### src/rtl/conv_seq_ctrl.sv
// Convolution job sequencer: validates CSR geometry, then issues one command per output
// pixel in (co, oy, ox) raster order with a bounded number of outstanding completions.
module conv_seq_ctrl #(
   parameter int DATA_WIDTH      = 32,
   parameter int ELEM_BYTES      = 4,
   parameter int MAX_OUTSTANDING = 4
) (
   input  logic                  clk,
   input  logic                  rst_n,
   input  logic                  start,
   input  logic [7:0]            kernel_size,
   input  logic [7:0]            stride,
   input  logic [7:0]            padding,
   input  logic                  has_bias,
   input  logic                  has_relu,
   input  logic [DATA_WIDTH-1:0] kernel_baseaddr,
   input  logic [DATA_WIDTH-1:0] output_baseaddr,
   input  logic [DATA_WIDTH-1:0] feature_width,
   input  logic [DATA_WIDTH-1:0] feature_height,
   input  logic [DATA_WIDTH-1:0] feature_chin,
   input  logic [DATA_WIDTH-1:0] feature_chout,
   input  logic [DATA_WIDTH-1:0] output_width,
   input  logic [DATA_WIDTH-1:0] output_height,
   output logic                  running,
   output logic                  compute_done,
   output logic                  exception,
   output logic                  cmd_valid,
   input  logic                  cmd_ready,
   output logic [15:0]           cmd_ox,
   output logic [15:0]           cmd_oy,
   output logic [15:0]           cmd_co,
   output logic [16:0]           cmd_ix,
   output logic [16:0]           cmd_iy,
   output logic [DATA_WIDTH-1:0] cmd_kaddr,
   output logic [DATA_WIDTH-1:0] cmd_oaddr,
   output logic                  cmd_bias,
   output logic                  cmd_relu,
   output logic                  cmd_last,
   input  logic                  rsp_done
);

   localparam int                    CNT_W   = $clog2(MAX_OUTSTANDING + 1);
   localparam logic [CNT_W-1:0]      MAX_CNT = CNT_W'(MAX_OUTSTANDING);
   localparam logic [DATA_WIDTH-1:0] ONE     = DATA_WIDTH'(1);

   typedef enum logic [2:0] {IDLE, CHECK, ISSUE, DRAIN, DONE, ERROR} state_t;
   state_t state;

   logic                  start_q, chk_ph;
   logic [CNT_W-1:0]      cnt, cnt_nxt;
   logic [7:0]            k_r, s_r, p_r;
   logic                  bias_r, relu_r;
   logic [DATA_WIDTH-1:0] kbase_r, obase_r, fw_r, fh_r, ci_r, co_r, ow_r, oh_r;
   logic [DATA_WIDTH:0]   w_span, h_span, ow_exp, oh_exp, k_ext, s_ext;
   logic [15:0]           kk;
   logic [DATA_WIDTH-1:0] kstep;
   logic                  start_edge, hs, spurious, cfg_bad;
   logic                  ox_wrap, oy_wrap, nxt_last;
   logic [15:0]           nxt_ox, nxt_oy, nxt_co;
   logic signed [16:0]    neg_pad;

   always_comb begin
      start_edge = start & ~start_q;
      hs         = cmd_valid & cmd_ready;
      spurious   = rsp_done & ~hs & (cnt == '0);
      cnt_nxt    = cnt;
      if (hs && !rsp_done)
         cnt_nxt = cnt + CNT_W'(1);
      else if (!hs && rsp_done && cnt != '0)
         cnt_nxt = cnt - CNT_W'(1);

      // A zero stride is rejected anyway; divide by 1 so the quotient stays defined.
      k_ext   = (DATA_WIDTH+1)'(k_r);
      s_ext   = (s_r == 8'd0) ? (DATA_WIDTH+1)'(1) : (DATA_WIDTH+1)'(s_r);
      ow_exp  = (w_span - k_ext) / s_ext + (DATA_WIDTH+1)'(1);
      oh_exp  = (h_span - k_ext) / s_ext + (DATA_WIDTH+1)'(1);
      cfg_bad = (k_r == 8'd0) || (s_r == 8'd0) || (co_r == '0) ||
                (w_span < k_ext) || (h_span < k_ext) ||
                (ow_exp != {1'b0, ow_r}) || (oh_exp != {1'b0, oh_r});
      neg_pad = -$signed({9'd0, p_r});

      ox_wrap  = (DATA_WIDTH'(cmd_ox) == ow_r - ONE);
      oy_wrap  = (DATA_WIDTH'(cmd_oy) == oh_r - ONE);
      nxt_ox   = ox_wrap ? 16'd0 : cmd_ox + 16'd1;
      nxt_oy   = ox_wrap ? (oy_wrap ? 16'd0 : cmd_oy + 16'd1) : cmd_oy;
      nxt_co   = (ox_wrap && oy_wrap) ? cmd_co + 16'd1 : cmd_co;
      nxt_last = (DATA_WIDTH'(nxt_ox) == ow_r - ONE) && (DATA_WIDTH'(nxt_oy) == oh_r - ONE) &&
                 (DATA_WIDTH'(nxt_co) == co_r - ONE);
   end

   // Job configuration and derived geometry: data only, no reset.
   always_ff @(posedge clk) begin
      if (state == IDLE && start_edge) begin
         k_r     <= kernel_size;
         s_r     <= stride;
         p_r     <= padding;
         bias_r  <= has_bias;
         relu_r  <= has_relu;
         kbase_r <= kernel_baseaddr;
         obase_r <= output_baseaddr;
         fw_r    <= feature_width;
         fh_r    <= feature_height;
         ci_r    <= feature_chin;
         co_r    <= feature_chout;
         ow_r    <= output_width;
         oh_r    <= output_height;
      end
      if (state == CHECK && !chk_ph) begin
         w_span <= {1'b0, fw_r} + (DATA_WIDTH+1)'({p_r, 1'b0});
         h_span <= {1'b0, fh_r} + (DATA_WIDTH+1)'({p_r, 1'b0});
         kk     <= 16'(k_r) * 16'(k_r);
      end
      if (state == CHECK && chk_ph)
         kstep <= DATA_WIDTH'(kk) * ci_r * DATA_WIDTH'(ELEM_BYTES);
   end

   always_ff @(posedge clk or negedge rst_n) begin
      if (!rst_n) begin
         state        <= IDLE;
         start_q      <= 1'b0;
         chk_ph       <= 1'b0;
         cnt          <= '0;
         running      <= 1'b0;
         compute_done <= 1'b0;
         exception    <= 1'b0;
         cmd_valid    <= 1'b0;
         cmd_ox       <= '0;
         cmd_oy       <= '0;
         cmd_co       <= '0;
         cmd_ix       <= '0;
         cmd_iy       <= '0;
         cmd_kaddr    <= '0;
         cmd_oaddr    <= '0;
         cmd_bias     <= 1'b0;
         cmd_relu     <= 1'b0;
         cmd_last     <= 1'b0;
      end else begin
         start_q <= start;
         cnt     <= cnt_nxt;
         if (spurious)
            exception <= 1'b1;
         case (state)
            IDLE: if (start_edge) begin
               state        <= CHECK;
               chk_ph       <= 1'b0;
               running      <= 1'b1;
               compute_done <= 1'b0;
               exception    <= 1'b0;
            end
            CHECK: if (!chk_ph) begin
               chk_ph <= 1'b1;
            end else if (cfg_bad) begin
               state     <= ERROR;
               running   <= 1'b0;
               exception <= 1'b1;
            end else begin
               state     <= ISSUE;
               cmd_valid <= (cnt_nxt < MAX_CNT);
               cmd_ox    <= '0;
               cmd_oy    <= '0;
               cmd_co    <= '0;
               cmd_ix    <= neg_pad;
               cmd_iy    <= neg_pad;
               cmd_kaddr <= kbase_r;
               cmd_oaddr <= obase_r;
               cmd_bias  <= bias_r;
               cmd_relu  <= relu_r;
               cmd_last  <= (co_r == ONE) && (oh_r == ONE) && (ow_r == ONE);
            end
            ISSUE: begin
               cmd_valid <= !(hs && cmd_last) && (cnt_nxt < MAX_CNT);
               if (hs) begin
                  cmd_ox    <= nxt_ox;
                  cmd_oy    <= nxt_oy;
                  cmd_co    <= nxt_co;
                  cmd_ix    <= ox_wrap ? neg_pad : cmd_ix + {9'd0, s_r};
                  cmd_iy    <= !ox_wrap ? cmd_iy : (oy_wrap ? neg_pad : cmd_iy + {9'd0, s_r});
                  cmd_kaddr <= (ox_wrap && oy_wrap) ? cmd_kaddr + kstep : cmd_kaddr;
                  cmd_oaddr <= cmd_oaddr + DATA_WIDTH'(ELEM_BYTES);
                  cmd_last  <= nxt_last;
                  if (cmd_last)
                     state <= DRAIN;
               end
            end
            DRAIN: if (cnt == '0) begin
               state        <= DONE;
               running      <= 1'b0;
               compute_done <= 1'b1;
            end
            DONE:    state <= IDLE;
            ERROR:   state <= IDLE;
            default: state <= IDLE;
         endcase
      end
   end

endmodule

### config.mk
export PLATFORM = sky130hd
export DESIGN_NAME = conv_seq_ctrl
export DESIGN_NICKNAME = d
export VERILOG_FILES = /design/src/rtl/conv_seq_ctrl.sv
export SDC_FILE = /design/constraint.sdc
export NUM_CORES = 2
export LEC_CHECK = 0
export BUFFER_PORTS_ARGS = -buffer_cell sky130_fd_sc_hd__buf_2
export CORE_UTILIZATION = 45
export CTS_BUF_LIST = sky130_fd_sc_hd__clkbuf_8
export DETAILED_ROUTE_END_ITERATION = 7
export PLACE_DENSITY_LB_ADDON = 0.12
export SLEW_MARGIN = 20
export SYNTH_ARGS = -nofsm -noshare
export SYNTH_HDL_FRONTEND = slang
export SYNTH_SLANG_ARGS = --single-unit
### constraint.sdc
create_clock -name clk -period 148.3 [get_ports clk]
set_input_delay 7.415 -clock clk [delete_from_list [all_inputs] [get_ports clk]]
set_output_delay 7.415 -clock clk [all_outputs]
set_load 0.05 [all_outputs]
==> flow_metrics.env <==
export IMPL_antenna_left=0
export IMPL_drive_above_1_share_pct=12.2
export IMPL_wl_per_cell_um=22.9
export IMPL_cp_slowest_cell="nor3_2"
export IMPL_synth_nets=11200
export IMPL_synthFlopType="edfxtp_1"
export IMPL_start_util_pct=45.3
export IMPL_cts_buffers=92
export IMPL_period_minus_slack_ns=113.36
export IMPL_grt_pass1_wl_um=446000
export IMPL_nets=11500
export IMPL_regArea_mm2=0.0158
export IMPL_clock_latency_ns=0.87
export IMPL_synth_cells=9921
export IMPL_final_cell_mix="nand2_1, nor2_1, ha_1"
export IMPL_cpPeakStageDelay_ns=0.89
export IMPL_crit_required_ns=149.03
export IMPL_area_growth_pct=7.78
export IMPL_cap_viol_max_count=0
export IMPL_final_hold_viol_count=0
export IMPL_clk_pin_slew_ns=0.06
export IMPL_ios=440
export IMPL_period_share_pct=76.4
export IMPL_die_h_um=429
export IMPL_io_buffers=437
export IMPL_place_congestion=0.974
export IMPL_maxSlewViolCount=0
export IMPL_ctsHoldBuffers=0
export IMPL_clockBufferDepth=3
export IMPL_cp_start_kind="register"
export IMPL_grt_max_degree=99
export IMPL_multiInputGateArea_mm2=0.0623
export IMPL_rsz0062_at_grt="false"
export IMPL_min_path_type="register to register"
export IMPL_crit_type="register to register"
export IMPL_cts_tree="yes"
export IMPL_clock_skew_ns=0.0741
export IMPL_outcome="completed"
export IMPL_die_w_um=429
export IMPL_dp_hpwl_um=236000
export IMPL_fin_setup_tns_ns=0
export IMPL_grt_overflow=0
export IMPL_slew_headroom_pct=23.8
export IMPL_drc_errors=0
export IMPL_final_cells=12700
export IMPL_syn_area_mm2=0.0819
export IMPL_die_area_mm2=0.184
export IMPL_ys_seq_elements=552
export IMPL_fmax_mhz=8.82
export IMPL_rows=156
export IMPL_antenna_found_initial=23
export IMPL_cts_root_buffer="clkbuf_8"
export IMPL_syn_area_per_cell_um2=8.25
export IMPL_drt_total_wl_um=291000
export IMPL_core_area_mm2=0.181
export IMPL_synth_async_reset_ratio_pct=29.2
export IMPL_setup_violations=0
export IMPL_endpoint_kind="register"
export IMPL_tightest_slew_ns=1.13
export IMPL_htree_levels=3
export IMPL_grt_pass1_vias=74900
export IMPL_viasPerCell=6.13
export IMPL_fillers=17800
export IMPL_grt_usage_pct=30.8
export IMPL_synth_cell_types=175
export IMPL_critPathArrivalTime_ns=114.09
export IMPL_place_inst=12500
export IMPL_synth_edf_count=391
export IMPL_cts_num_sinks=552
export IMPL_vias=78000
export IMPL_path_max_fanout=64
export IMPL_drt_iter0_markers=5931
export IMPL_post_cts_setup_buffers=0
export IMPL_cts_resized=0
export IMPL_final_common_cell="nand2_1"
export IMPL_yosysWarnings=0
export IMPL_cp_common_cell="o21a_1"
export IMPL_firstDrtPassIters=6
export IMPL_ys_seq_area_share_pct=19.3
## layout make-up
type	count	share of cell area, %
Multi-Input combinational cell	8494	70.6
Sequential cell	552	17.9
Timing Repair Buffer	551	3.47
Tap cell	2370	3.36
Inverter	576	2.45
Clock buffer	101	1.58
Clock inverter	72	0.584
Antenna cell	22	0.0624
## stage by stage
step	setup slack, ns	hold slack (ns)	util, %	cell area, µm²
after CTS	36.34	0.441	48.8	88200
after global routing	26.47	0.456	48.8	88200
after floorplan	51.20	0.400	-	81900
after global placement	37.63	0.420	47.7	86300
final	34.94	0.446	48.8	88200
after detailed placement	37.03	0.426	47.7	86300
## cells in the mapped netlist, types with 145 or more instances
master / number / area share, %
nor3_1: 522 / 3.2
clkbuf_1: 178 / 0.82
dfrtp_1: 161 / 4.9
nor2_1: 765 / 3.5
inv_1: 574 / 2.6
xor2_1: 234 / 2.5
edfxtp_1: 391 / 14
a21o_1: 145 / 1.3
and2_1: 208 / 1.6
fa_1: 282 / 6.9
nand2_1: 1001 / 4.6
ha_1: 684 / 10
xnor2_1: 524 / 5.6
o31ai_1: 190 / 1.7
o21a_1: 358 / 3.3
nand3_1: 285 / 1.7
o21ai_0: 343 / 2.1
a21oi_1: 487 / 3.0
## path summary, 6_finish.rpt
| path | slack, ns | startpoint | cells past startpoint | end |
|---|---|---|---|---|
| setup / recovery | 34.94 | k_r[0]$_DFFE_PP_ | 447 | cmd_co[3]$_DFFE_PN0P_ |
| hold / removal | 0.45 | fw_r[0]$_DFFE_PP_ | 0 | w_span[0]$_DFFE_PP_ |
| setup reg to reg | 34.94 | k_r[0]$_DFFE_PP_ | 447 | cmd_co[3]$_DFFE_PN0P_ |
| hold reg to reg | 0.45 | fw_r[0]$_DFFE_PP_ | 0 | w_span[0]$_DFFE_PP_ |
| max in group asynchronous | 140.06 | rst_n | 2 | cmd_kaddr[27]$_DFFE_PN0P_ |
| min in group asynchronous | 6.70 | rst_n | 1 | cmd_oaddr[1]$_DFFE_PN0P_ |
## layer usage
layer	routed length (µm)	part of all wire (%)	GRT usage [%]	vias to the layer above
met4	14900	5.1	14.6	18
met5	111	0.038	0	-
li1	-	-	-	37400
met3	16500	5.7	4.01	432
met1	128000	44	41.0	37800
met2	131000	45	49.5	2380
## worst max-delay path, delay by kind of cell, from the launching register on
family	cells	cell delay, ns
flip-flops	1	0.36
XOR/XNOR	1	0.15
buffers and inverters	31	6.15
multiplexers	8	2.51
AO/OA/AOI/OAI	240	56.61
AND/OR/NAND/NOR	131	36.06
adder cells (fa/ha/maj)	36	10.93
## kinds of logic after synthesis
kind of cell | after synthesis | synth area share [%]
AND/OR/NAND/NOR | 3915 | 24.7
AO/OA/AOI/OAI | 2610 | 22.5
adder cells (fa/ha/maj) | 968 | 17.4
buffers and inverters | 875 | 4.74
XOR/XNOR | 760 | 8.15
flip-flops | 552 | 19.3
multiplexers | 239 | 3.24
other | 2 | 0.00917
## state kept, by name, indices dropped and copies added, names as in the netlist, 15 cells and up
signal and count:
cmd_iy 17, cmd_oy 16, oh_r 32, cmd_kaddr 32
ci_r 30, ow_r 32, kstep 30, cmd_co 16
fw_r 32, cmd_oaddr 32, obase_r 32, cmd_ix 17
cmd_ox 16, h_span 33, kk 15, co_r 32
fh_r 32, kbase_r 32, w_span 33
Power is not shown: default switching activity piles up to over one toggle a cycle in this logic, so the estimate is an artifact.
